### src/rtl/draw_overlay_box_if.sv
// VGA pipeline bundle shared by all draw stages.
// Latency: none (signal container only).
// Backpressure: none; the pixel stream advances every clock.
// Fields: hcount/vcount pixel coordinates, hsync/vsync, hblnk/vblnk, rgb 4:4:4.
interface vga_if;
  logic [10:0] hcount;
  logic [10:0] vcount;
  logic        hsync;
  logic        vsync;
  logic        hblnk;
  logic        vblnk;
  logic [11:0] rgb;

  modport vga_in  (input  hcount, vcount, hsync, vsync, hblnk, vblnk, rgb);
  modport vga_out (output hcount, vcount, hsync, vsync, hblnk, vblnk, rgb);
endinterface

### src/rtl/draw_overlay_box.sv
// Animated overlay box: fades a solid box in over frames, then blinks a border.
// Latency: 1 clock on every vga field and on overlay_active.
// Backpressure: none; consumes and produces one pixel per clock.
// Ports: clk, rst (async active-high), game_state (3b trigger source),
//        vga_in / vga_out (vga_if stream), overlay_active (pixel was modified).
module draw_overlay_box #(
  parameter int          X_START       = 400,
  parameter int          X_END         = 600,
  parameter int          Y_START       = 200,
  parameter int          Y_END         = 300,
  parameter logic [2:0]  TRIGGER_STATE = 3'b100,
  parameter logic [11:0] BOX_RGB       = 12'h0FF,
  parameter int          BORDER_W      = 4,
  parameter logic [11:0] BORDER_RGB    = 12'hFFF,
  parameter int          FADE_DIV      = 4,
  parameter int          BLINK_HALF    = 32
) (
  input  logic       clk,
  input  logic       rst,
  input  logic [2:0] game_state,
  vga_if.vga_in      vga_in,
  vga_if.vga_out     vga_out,
  output logic       overlay_active
);

  typedef enum logic [1:0] {HIDDEN, FADE_IN, SHOW} state_t;

  localparam logic [10:0] XS  = 11'(X_START);
  localparam logic [10:0] XE  = 11'(X_END);
  localparam logic [10:0] YS  = 11'(Y_START);
  localparam logic [10:0] YE  = 11'(Y_END);
  localparam logic [10:0] XBS = 11'(X_START + BORDER_W);
  localparam logic [10:0] XBE = 11'(X_END - BORDER_W);
  localparam logic [10:0] YBS = 11'(Y_START + BORDER_W);
  localparam logic [10:0] YBE = 11'(Y_END - BORDER_W);
  // Terminal counts; only used when the matching divider is non-zero.
  localparam logic [15:0] FADE_LAST  = 16'(FADE_DIV - 1);
  localparam logic [15:0] BLINK_LAST = 16'(BLINK_HALF - 1);

  state_t      state;
  logic [4:0]  alpha;
  logic [15:0] fade_cnt;
  logic [15:0] blink_cnt;
  logic        blink_on;
  logic        vs_d;

  logic frame_tick;
  logic trig;
  assign frame_tick = vga_in.vsync & ~vs_d;
  assign trig       = (game_state == TRIGGER_STATE);

  // Animation state only moves on the vsync rising edge so a frame is never torn.
  always_ff @(posedge clk or posedge rst) begin
    if (rst) begin
      state     <= HIDDEN;
      alpha     <= 5'd0;
      fade_cnt  <= 16'd0;
      blink_cnt <= 16'd0;
      blink_on  <= 1'b0;
      vs_d      <= 1'b0;
    end else begin
      vs_d <= vga_in.vsync;
      if (frame_tick) begin
        case (state)
          HIDDEN: begin
            if (trig) begin
              if (FADE_DIV == 0) begin
                state     <= SHOW;
                alpha     <= 5'd16;
                blink_on  <= 1'b1;
                blink_cnt <= 16'd0;
              end else begin
                state    <= FADE_IN;
                alpha    <= 5'd0;
                fade_cnt <= 16'd0;
              end
            end
          end
          FADE_IN: begin
            if (!trig) begin
              state    <= HIDDEN;
              alpha    <= 5'd0;
              fade_cnt <= 16'd0;
            end else if (fade_cnt == FADE_LAST) begin
              fade_cnt <= 16'd0;
              alpha    <= alpha + 5'd1;
              if (alpha == 5'd15) begin
                state     <= SHOW;
                blink_on  <= 1'b1;
                blink_cnt <= 16'd0;
              end
            end else begin
              fade_cnt <= fade_cnt + 16'd1;
            end
          end
          SHOW: begin
            if (!trig) begin
              state     <= HIDDEN;
              alpha     <= 5'd0;
              blink_on  <= 1'b0;
              blink_cnt <= 16'd0;
            end else if (BLINK_HALF > 0) begin
              if (blink_cnt == BLINK_LAST) begin
                blink_cnt <= 16'd0;
                blink_on  <= ~blink_on;
              end else begin
                blink_cnt <= blink_cnt + 16'd1;
              end
            end
          end
          default: state <= HIDDEN;
        endcase
      end
    end
  end

  // Per-channel alpha blend; worst case 15*16 = 240 still fits 8 bits.
  function automatic logic [3:0] blend4(input logic [3:0] c_in,
                                        input logic [3:0] c_box,
                                        input logic [4:0] a);
    logic [7:0] s;
    s = {4'b0, c_in} * {3'b0, 5'd16 - a} + {4'b0, c_box} * {3'b0, a};
    return s[7:4];
  endfunction

  logic        blanked;
  logic        in_box;
  logic        in_border;
  logic [11:0] rgb_nxt;
  logic        mod_nxt;

  assign blanked = vga_in.hblnk | vga_in.vblnk;
  assign in_box  = (vga_in.hcount >= XS) && (vga_in.hcount < XE) &&
                   (vga_in.vcount >= YS) && (vga_in.vcount < YE);
  assign in_border = in_box &&
                     ((vga_in.hcount < XBS) || (vga_in.hcount >= XBE) ||
                      (vga_in.vcount < YBS) || (vga_in.vcount >= YBE));

  always_comb begin
    rgb_nxt = vga_in.rgb;
    mod_nxt = 1'b0;
    if ((state == SHOW) && in_border && blink_on && !blanked) begin
      rgb_nxt = BORDER_RGB;
      mod_nxt = 1'b1;
    end else if (in_box && (alpha != 5'd0) && !blanked) begin
      rgb_nxt = {blend4(vga_in.rgb[11:8], BOX_RGB[11:8], alpha),
                 blend4(vga_in.rgb[7:4],  BOX_RGB[7:4],  alpha),
                 blend4(vga_in.rgb[3:0],  BOX_RGB[3:0],  alpha)};
      mod_nxt = 1'b1;
    end
  end

  always_ff @(posedge clk or posedge rst) begin
    if (rst) begin
      vga_out.hcount <= 11'd0;
      vga_out.vcount <= 11'd0;
      vga_out.hsync  <= 1'b0;
      vga_out.vsync  <= 1'b0;
      vga_out.hblnk  <= 1'b0;
      vga_out.vblnk  <= 1'b0;
      vga_out.rgb    <= 12'd0;
      overlay_active <= 1'b0;
    end else begin
      vga_out.hcount <= vga_in.hcount;
      vga_out.vcount <= vga_in.vcount;
      vga_out.hsync  <= vga_in.hsync;
      vga_out.vsync  <= vga_in.vsync;
      vga_out.hblnk  <= vga_in.hblnk;
      vga_out.vblnk  <= vga_in.vblnk;
      vga_out.rgb    <= rgb_nxt;
      overlay_active <= mod_nxt;
    end
  end

endmodule

### src/flat_wrapper.sv
// flat-port wrapper written by rule: the top's interface ports become plain ports
module draw_overlay_box_flat 
#(
  parameter int          X_START       = 400,
  parameter int          X_END         = 600,
  parameter int          Y_START       = 200,
  parameter int          Y_END         = 300,
  parameter logic [2:0]  TRIGGER_STATE = 3'b100,
  parameter logic [11:0] BOX_RGB       = 12'h0FF,
  parameter int          BORDER_W      = 4,
  parameter logic [11:0] BORDER_RGB    = 12'hFFF,
  parameter int          FADE_DIV      = 4,
  parameter int          BLINK_HALF    = 32
)
  (clk, rst, game_state, overlay_active, vga_in_hcount, vga_in_vcount, vga_in_hsync, vga_in_vsync, vga_in_hblnk, vga_in_vblnk, vga_in_rgb, vga_out_hcount, vga_out_vcount, vga_out_hsync, vga_out_vsync, vga_out_hblnk, vga_out_vblnk, vga_out_rgb);
  vga_if vga_in_i ();
  vga_if vga_out_i ();
  input  logic clk;
  input  logic rst;
  input  logic [2:0] game_state;
  output logic overlay_active;
  input wire logic [$bits(vga_in_i.hcount)-1:0] vga_in_hcount;
  input wire logic [$bits(vga_in_i.vcount)-1:0] vga_in_vcount;
  input wire logic [$bits(vga_in_i.hsync)-1:0] vga_in_hsync;
  input wire logic [$bits(vga_in_i.vsync)-1:0] vga_in_vsync;
  input wire logic [$bits(vga_in_i.hblnk)-1:0] vga_in_hblnk;
  input wire logic [$bits(vga_in_i.vblnk)-1:0] vga_in_vblnk;
  input wire logic [$bits(vga_in_i.rgb)-1:0] vga_in_rgb;
  output wire logic [$bits(vga_out_i.hcount)-1:0] vga_out_hcount;
  output wire logic [$bits(vga_out_i.vcount)-1:0] vga_out_vcount;
  output wire logic [$bits(vga_out_i.hsync)-1:0] vga_out_hsync;
  output wire logic [$bits(vga_out_i.vsync)-1:0] vga_out_vsync;
  output wire logic [$bits(vga_out_i.hblnk)-1:0] vga_out_hblnk;
  output wire logic [$bits(vga_out_i.vblnk)-1:0] vga_out_vblnk;
  output wire logic [$bits(vga_out_i.rgb)-1:0] vga_out_rgb;
  assign vga_in_i.hcount = vga_in_hcount;
  assign vga_in_i.vcount = vga_in_vcount;
  assign vga_in_i.hsync = vga_in_hsync;
  assign vga_in_i.vsync = vga_in_vsync;
  assign vga_in_i.hblnk = vga_in_hblnk;
  assign vga_in_i.vblnk = vga_in_vblnk;
  assign vga_in_i.rgb = vga_in_rgb;
  assign vga_out_hcount = vga_out_i.hcount;
  assign vga_out_vcount = vga_out_i.vcount;
  assign vga_out_hsync = vga_out_i.hsync;
  assign vga_out_vsync = vga_out_i.vsync;
  assign vga_out_hblnk = vga_out_i.hblnk;
  assign vga_out_vblnk = vga_out_i.vblnk;
  assign vga_out_rgb = vga_out_i.rgb;
  draw_overlay_box #(.X_START(X_START), .X_END(X_END), .Y_START(Y_START), .Y_END(Y_END), .TRIGGER_STATE(TRIGGER_STATE), .BOX_RGB(BOX_RGB), .BORDER_W(BORDER_W), .BORDER_RGB(BORDER_RGB), .FADE_DIV(FADE_DIV), .BLINK_HALF(BLINK_HALF)) u_core (.clk(clk), .rst(rst), .game_state(game_state), .vga_in(vga_in_i), .vga_out(vga_out_i), .overlay_active(overlay_active));
endmodule
### config.mk
export PLATFORM = sky130hd
export DESIGN_NAME = draw_overlay_box_flat
export DESIGN_NICKNAME = d
export VERILOG_FILES = /design/src/rtl/draw_overlay_box_if.sv /design/src/rtl/draw_overlay_box.sv /design/src/flat_wrapper.sv
export SDC_FILE = /design/constraint.sdc
export NUM_CORES = 1
export LEC_CHECK = 0
export CORE_ASPECT_RATIO = 0.75
export CORE_UTILIZATION = 30
export DETAILED_ROUTE_END_ITERATION = 6
export PLACE_DENSITY = 0.55
export SYNTH_ARGS = -nofsm -noshare
export SYNTH_HDL_FRONTEND = slang
export SYNTH_SLANG_ARGS = --single-unit
### constraint.sdc
create_clock -name clk -period 7.6 [get_ports clk]
set_input_delay 1.52 -clock clk [delete_from_list [all_inputs] [get_ports clk]]
set_output_delay 1.52 -clock clk [all_outputs]
set_load 0.05 [all_outputs]
* Word-level counts from Yosys, hierarchy flattened
Cells that the tools add are included.
W data, S select, Z words.
** Storage, ports and cells
- Register bits after elaboration :: 79
- Bits of input ports :: 43
- Output and inout port bits :: 39
** Operators by class
- $add $sub $neg :: 6
- $mul :: 4
- $lt $le $gt $ge :: 8
- Eq/ne operators :: 14
- Mux-type cells :: 31
- Bitwise operators :: 4
- Reductions and logical operators :: 23
** Operator list (number)
- $mux W16 :: 8
- $pmux W16 S2 :: 2
- $add A16 B1 Y16 const B :: 2
- $mul A4 B5 Y8 :: 3
- $mux W12 :: 2
- $ge A11 B9 Y1 const B :: 2
- $lt A11 B9 Y1 const B :: 2
- $mux W5 :: 4
- $add A8 B8 Y8 :: 2
- $eq A16 B2 Y1 const B :: 1
- $eq A16 B5 Y1 const B :: 1
- $pmux W5 S3 :: 1
- $reduce_and A5 Y1 :: 3
- $ge A11 B10 Y1 const B :: 1
- $ge A11 B8 Y1 const B :: 1
- $lt A11 B10 Y1 const B :: 1
- $lt A11 B8 Y1 const B :: 1
- $mux W2 :: 5
- $logic_and A1 B1 Y1 :: 9
- $ne A3 B3 Y1 const B :: 3
- $mul A4 B5 Y8 const A :: 1
- $ne A2 B1 Y1 const B :: 4
- $mux W1 :: 7
- $pmux W2 S3 :: 1
- other kinds (19) :: 23

* Depth between registers and ports, before layout
Gate-level depths: netlist of the first run.
- Depth in word-level cells :: 9
- Mapped depth :: 19

* Worst setup path after synthesis of the first run
No wires, ideal clock.
- Path kind :: in2reg
- Start :: input port vga_in_rgb[7]
- End :: register u_core.vga_out.rgb[7]
- Library setup time :: 0.122 ns
- Data arrival time :: 4.419 ns
- Required time :: 7.478 ns
- Path slack :: 3.059 ns
- Stages on the path :: 13
- Path buffers :: 0
- Cells stage by stage :: and2_1 > fa_1 > fa_1 > inv_1 > fa_1 > inv_1 > ha_1 > nor2_1 > a211oi_1 > a31oi_1 > nor2b_1 > nand4_1 > nor3b_1
** On the way
- Longest elaborated chain between the ends :: 4
** RTL lines
- start, declared :: RTL line flat_wrapper.sv:28 : input wire logic [$bits(vga_in_i.rgb)-1:0] vga_in_rgb;
- $mul A4 B5 Y8 :: RTL line draw_overlay_box.sv:122 : s = {4'b0, c_in} * {3'b0, 5'd16 - a} + {4'b0, c_box} * {3'b0, a};
- $add A8 B8 Y8 :: RTL line draw_overlay_box.sv:122
- $mux W12 * :: RTL line draw_overlay_box.sv:145 : end else if (in_box && (alpha != 5'd0) && !blanked) begin
- $mux W12 * :: RTL line draw_overlay_box.sv:142 : if ((state == SHOW) && in_border && blink_on && !blanked) begin
- via u_core.rgb_nxt[7] :: RTL line draw_overlay_box.sv:129 : logic [11:0] rgb_nxt;
- end signal, assigned :: RTL line draw_overlay_box.sv:170 : vga_out.rgb <= rgb_nxt;
- end, declared :: RTL line draw_overlay_box_if.sv:15 : modport vga_out (output hcount, vcount, hsync, vsync, hblnk, vblnk, rgb);
The timed path passes the listed nets; every way through them passes the cells marked *.
A chain may end at the register's enable or synchronous reset.

* Final worst setup path of the first run
- Start :: register u_core.alpha[0]
- End :: register u_core.vga_out.rgb[7]
** On the way
- Longest elaborated chain between the ends :: 5
** RTL lines
- start, declared :: RTL line draw_overlay_box.sv:41 : logic [4:0] alpha;
- start signal, assigned :: RTL line draw_overlay_box.sv:86 : alpha <= alpha + 5'd1;
- $sub A5 B5 Y5 / $reduce_bool A5 Y1 (equally long branches) :: RTL line draw_overlay_box.sv:122, draw_overlay_box.sv:145
- $mul A4 B5 Y8 / $logic_and A1 B1 Y1 (equally long branches) :: RTL line draw_overlay_box.sv:122, draw_overlay_box.sv:145
- $add A8 B8 Y8 / $logic_and A1 B1 Y1 (equally long branches) :: RTL line draw_overlay_box.sv:122, draw_overlay_box.sv:145
- $mux W12 * :: RTL line draw_overlay_box.sv:145
- $mux W12 * :: RTL line draw_overlay_box.sv:142
- via u_core.rgb_nxt[7] :: RTL line draw_overlay_box.sv:129
Marked as above.

==> flow_summary.toml, run 1 <==
[outcome]
status = "finished, final reports clean"

[sta]
report.final.slew_viol_count = 0
period_minus_slack_ns = 4.96
skew_ns = 0.0125
max_freq_ghz = 0.202
finalHoldViolCount = 0
worst_pin_slew_ns = 1.08
fin_crit_sh = 0.653
grt_setup_unrepaired = "false"
setup_viol = 0
fin_tns_setup_ns = 0
slew_headroom = 0.278

[hold_path]
hold_class = "reg2reg"
hold_start = "u_core.blink_cnt[15]$_DFFE_PP0P_"
whs_path_depth = 1
hold-path-endpoint = "u_core.blink_cnt[15]$_DFFE_PP0P_"

[global_route]
grt_overflow = 0
grtUsageTotal = 0.146
grt_max_degree = 80
antenna_found_initial = 0
grt-busiest-layer = "met2"
grt_pass1_wl_microns = 22800
grtUsageMet1 = 0.210
use_met3 = 0.0333
grt_pass1_vias = 4408
met2_usage = 0.216

[synthesis]
avgSynthCellArea_sq_um = 9.47
syn_nets = 758
synth_enable_flop_cells = 0
syn-cell-area_sq_um = 5940
ys_warn_count = 0
yosysSeqAreaShare = 0.333
synth_cell_type_count = 54
synth_cells = 627
ys.flop_type = "dfrtp_1"
ys_async_sr_fraction = 1.00
ys_ff_latch = 79

[floorplanning]
dieArea_sq_um = 20400
die_w_microns = 164
io_pins = 82
coreArea_sq_um = 19400
die_y_microns = 124
initial_core_util = 0.306
row_count = 44

[drt]
ant_nets = 0
drt_wl_total_microns = 13800
detail_route.first_pass.iterations = 4
drc = 0
avgRoutedWirePerCell_microns = 14.3
drt_iter0_markers = 352
viasPerCell = 4.83
vias = 4670

[critical_path]
worstPathArrival_ns = 5.20
rr_endpoint = "u_core.vga_out.rgb[7]$_DFF_PP0_"
worstReg2RegStart = "u_core.alpha[0]$_DFFE_PP0P_"
path_buf_inv = 4
cp_cell_sequence = "buf_4, inv_1, ha_1, xnor2_1, and2_1, fa_1, fa_1, inv_1, fa_1, inv_1, ha_1, nor2_1, a211oi_1, a31oi_1, nor2b_1, nand4_1, nor3b_1"
crit_type = "reg2reg"
cp-end-kind = "flop"
cp_top_family = "adder cells"
cp-start-kind = "flop"
path_max_fanout = 19
crit_slowest_cell = "xnor2_1"
cp.required_ns = 7.83
ff2ff_path_depth = 17
r2r_slack_ns = 2.64
cpPeakStageDelay_ns = 0.84

[placement]
hpwl_microns = 10200
io_buffers = 81
gp_congestion = 0.811
place_area_sq_um = 7030

[clock_network]
htree_levels = 3
post_cts_resized = 0
cts.clk_slew.worst_paths_ns = 0.07
tritoncts = "done"
clk_root_buffer_cell = "clkbuf_16"
cts_sinks = 79
worst_skew_pair.late_latency_ns = 0.35
hold_buffers = 0
clk_path_buf_depth = 2
post_cts_buffers = 0
numCtsBuffers = 9

[finish]
final_cell_mix = "81 x clkdlybuf4s50_1, 79 x dfrtp_1, 74 x inv_1"
finalNetCount = 840
multi_input_area_sq_um = 3620
seq_area_sq_um = 1980
nFillCells = 1969
final_common_cell = "clkdlybuf4s50_1"
area_delta_synth_final_pct = 24.1
drive_gt1_frac = 0.0407
n_antenna_cell = 0
final_area_sq_um = 7370

[power]
power.leakage_uw = 0.00327
p_per_area_nw_per_um2 = 180
ir_drop_mv = 0.0859

[run]
drv_cap = 0
-- per-stage QoR --
| stage | setup slack [ns] | utilization | hold slack (ns) | power [uW] | instances |
|---|---|---|---|---|---|
| floorplan | 3.06 | - | 0.446 | 714 | 627 |
| global placement | 2.30 | 0.363 | 0.480 | 832 | 951 |
| detailed placement | 2.25 | 0.363 | 0.474 | 832 | 951 |
| CTS | 2.57 | 0.380 | 0.483 | 1350 | 966 |
| global route | 2.25 | 0.380 | 0.499 | 1410 | 966 |
| finish | 2.64 | 0.380 | 0.483 | 1330 | 966 |
-- cells in the mapped netlist, types with 8 or more instances --
master / instances / share of area
dfrtp_1: 79 / 0.33
inv_1: 75 / 0.047
ha_1: 56 / 0.12
o21ai_0: 51 / 0.043
nand2_1: 43 / 0.027
fa_1: 32 / 0.11
and2_1: 30 / 0.032
a21oi_1: 26 / 0.022
nor2_1: 21 / 0.013
nand3_1: 19 / 0.016
nor2b_1: 18 / 0.019
xnor2_1: 18 / 0.027
nand4_1: 17 / 0.018
o31ai_1: 14 / 0.018
nand2b_1: 13 / 0.014
clkbuf_1: 11 / 0.0070
or3_1: 10 / 0.011
o22a_1: 9 / 0.013
and3_1: 8 / 0.0084
nor3_1: 8 / 0.0067
-- how the worst max path moves through the flow --
stage	from	end	depth (start not counted)
3_5_place_dp	vga_in_rgb[7]	u_core.vga_out.rgb[7]$_DFF_PP0_	14
3_3_place_gp	vga_in_rgb[7]	u_core.vga_out.rgb[7]$_DFF_PP0_	14
5_1_grt	u_core.alpha[0]$_DFFE_PP0P_	u_core.vga_out.rgb[7]$_DFF_PP0_	17
4_1_cts	u_core.alpha[0]$_DFFE_PP0P_	u_core.vga_out.rgb[7]$_DFF_PP0_	17
6_report	u_core.alpha[0]$_DFFE_PP0P_	u_core.vga_out.rgb[7]$_DFF_PP0_	17
2_1_floorplan	vga_in_rgb[7]	u_core.vga_out.rgb[7]$_DFF_PP0_	13
-- power by group --
group,total [uW],switching [uW],internal [uW],leakage (uW)
registers,445,8.31,437,0.00101
logic,374,226,148,0.00210
clock network,507,186,321,0.000163
-- logic make-up after synthesis --
family	count (synthesis)	synth area share
compound gates	136	0.145
xor+xnor	25	0.0369
fa+ha+maj	88	0.226
buf+inv	88	0.0571
flops	79	0.333
mux	1	0.00169
simple gates	210	0.201
-- registers in the layout, indices dropped and copies added, names as in the netlist, 2 cells and up --
register and flops:
u_core.blink_cnt 16, u_core.vga_out.hcount 11, u_core.vga_out.rgb 12, u_core.vga_out.vcount 11, u_core.state 2, u_core.fade_cnt 16, u_core.alpha 5
-- routing by layer --
metal / share of wire / vias to the layer above / wire length [microns]
met5: 0 / - / 0
li1: - / 2332 / -
met2: 0.42 / 101 / 5750
met1: 0.52 / 2227 / 7220
met4: 0.012 / 0 / 163
met3: 0.050 / 10 / 688
-- area by class of cell --
class | count | share of cell area
Clock buffer | 10 | 0.0311
Clock inverter | 5 | 0.0146
Inverter | 75 | 0.0384
Multi-Input combinational cell | 460 | 0.491
Sequential cell | 79 | 0.268
Tap cell | 253 | 0.0430
Timing Repair Buffer | 84 | 0.113
No activity file was read; power rests on OpenSTA's default activity.
==> run 2: changes to the inputs <==
Clock period 7.6 ns to 4.66 ns, I/O delays scaled along.
==> run 2 against run 1 <==
Sequential share of layout area down 0.23 points. Largest power group is now registers. Final area rose by 0.85%. Worst hold slack better by 0.012 ns. Count of clock-buffer cells in the layout did not move. Via count up 2.1%. Clock skew decreased by 0.0018 ns. Global-route usage is 0.12 points higher. Clock power grew 40%.
==> flow_summary.toml, run 2 (same netlist as run 1, synthesis figures left out) <==
[outcome]
status = "finished, final reports clean"

[clock_network]
numCtsBuffers = 9
cts.clk_slew.worst_paths_ns = 0.07
clk_path_buf_depth = 2
clk_root_buffer_cell = "clkbuf_16"
tritoncts = "done"
htree_levels = 3
hold_buffers = 0
worst_skew_pair.late_latency_ns = 0.35
cts_sinks = 79

[global_route]
grt_pass1_wl_microns = 23100
antenna_found_initial = 0
grt_pass1_vias = 4488
grtUsageTotal = 0.147
grt_max_degree = 48
grt_overflow = 0

[finish]
largestRegisters = "u_core.blink_cnt x16, u_core.fade_cnt x16, u_core.vga_out.rgb x12"
nFillCells = 1973
drive_gt1_frac = 0.0606
seq_area_sq_um = 1980
finalNetCount = 853
area_delta_synth_final_pct = 25.1
multi_input_area_sq_um = 3630
final_cell_mix = "81 x clkdlybuf4s50_1, 79 x dfrtp_1, 74 x inv_1"
finalCoreUtilization = 0.383
n_antenna_cell = 0
final_common_cell = "clkdlybuf4s50_1"

[power]
power.leakage_uw = 0.00334
p_per_area_nw_per_um2 = 277
ir_drop_mv = 0.142

[drt]
detail_route.first_pass.iterations = 4
viasPerCell = 4.87
drc = 0
avgRoutedWirePerCell_microns = 14.1
ant_nets = 0
drt_wl_total_microns = 13800
drt_iter0_markers = 348
vias = 4766

[critical_path]
cp-start-kind = "flop"
worstReg2RegStart = "u_core.alpha[0]$_DFFE_PP0P_"
crit_type = "reg2reg"
cp_cell_sequence = "buf_4, fa_1, fa_1, inv_1, fa_1, xor2_1, fa_1, inv_1, ha_1, nor3_1, a211oi_1, a31oi_1, nor2b_1, nand4_1, nor3b_1"
path_buf_inv = 3
worstPathArrival_ns = 4.61
cp_top_family = "adder cells"
crit_cells = 15
r2r_slack_ns = 0.28
cp-startpoint = "u_core.alpha[0]$_DFFE_PP0P_"
cp-end-kind = "flop"
crit_slowest_cell = "fa_1"
crit_end = "u_core.vga_out.rgb[7]$_DFF_PP0_"
path_common_cell = "fa_1"
path_max_fanout = 8
rr_endpoint = "u_core.vga_out.rgb[7]$_DFF_PP0_"
ff2ff_path_depth = 15
cpPeakStageDelay_ns = 0.54
cp.required_ns = 4.90

[sta]
grt_setup_unrepaired = "false"
report.final.slew_viol_count = 0
slew_headroom = 0.491
setup_viol = 0
fin_hold_ws_ns = 0.494
skew_ns = 0.0108
max_freq_ghz = 0.229
finalHoldViolCount = 0
period_minus_slack_ns = 4.38
fin_tns_setup_ns = 0
worst_pin_slew_ns = 0.753
fin_crit_sh = 0.939

[floorplanning]
die_y_microns = 124
io_pins = 82
dieArea_sq_um = 20400
coreArea_sq_um = 19400
die_w_microns = 164
initial_core_util = 0.306
row_count = 44

[hold_path]
hold_class = "reg2reg"
hold_start = "u_core.blink_cnt[15]$_DFFE_PP0P_"

[run]
drv_cap = 0

[placement]
gp_congestion = 0.794
io_buffers = 81
hpwl_microns = 10400
-- run 2: cell count changes in the layout (fill, tap and decap cells not counted), sizes merged --
cell	delta
bufinv	-2
buf	+13
clkinv	+1
inv	+1
-- run 2: area by class of cell --
| type | instances | share of cell area |
|---|---|---|
| clock buffer | 10 | 0.0308 |
| multi-input combinational | 460 | 0.489 |
| sequential | 79 | 0.266 |
| timing repair buffer | 97 | 0.125 |
| inverter | 75 | 0.0381 |
| tap | 253 | 0.0426 |
| clock inverter | 5 | 0.00775 |
-- run 2: worst min path at each step --
stage	endpoint	slack (ns)	cells after the start
2_1_floorplan	u_core.blink_cnt[15]$_DFFE_PP0P_	0.45	1
3_3_place_gp	u_core.blink_cnt[15]$_DFFE_PP0P_	0.48	1
3_5_place_dp	u_core.blink_cnt[15]$_DFFE_PP0P_	0.48	1
4_1_cts	u_core.blink_cnt[15]$_DFFE_PP0P_	0.49	1
5_1_grt	u_core.blink_cnt[15]$_DFFE_PP0P_	0.50	1
6_report	u_core.blink_cnt[15]$_DFFE_PP0P_	0.49	1
-- run 2: what timing repair did --
item                                    in CTS  in global routing
endpoints found under the setup margin       0                  2
resized for setup                            0                  2
buffers inserted                             0                  0
-- run 2: metrics by stage --
stage / power [uW] / instance area, sq um / worst slack [ns] / instances
2_1_floorplan: 1160 / 5940 / 0.239 / 627
3_3_place_gp: 1370 / 7130 / -0.0199 / 964
3_5_place_dp: 1360 / 7130 / -0.0449 / 964
4_1_cts: 2100 / 7410 / 0.107 / 979
5_1_grt: 2210 / 7430 / 0.0160 / 979
6_report: 2060 / 7430 / 0.284 / 979
-- run 2: routing by layer --
layer | part of all wire | global-route usage | vias up
met5 | 0 | 0 | -
met4 | 0.012 | 0.0413 | 0
met3 | 0.049 | 0.0326 | 9
met2 | 0.41 | 0.213 | 101
met1 | 0.53 | 0.217 | 2295
li1 | - | - | 2361
-- run 2: where the power goes --
group | leakage (uW) | internal (uW) | switching (uW)
combinational | 0.00219 | 252 | 371
sequential | 0.00101 | 713 | 14.2
clock | 0.000143 | 413 | 296
total | 0.00334 | 1380 | 681
-- run 2: worst reg2reg max path: stages, from the launching register on --
cell      delay (ns)
dfrtp_1         0.37
buf_4           0.17
fa_1            0.53
fa_1            0.54
inv_1           0.06
fa_1            0.40
xor2_1          0.39
fa_1            0.50
inv_1           0.07
ha_1            0.19
nor3_1          0.07
a211oi_1        0.38
a31oi_1         0.21
nor2b_1         0.15
nand4_1         0.09
nor3b_1         0.15
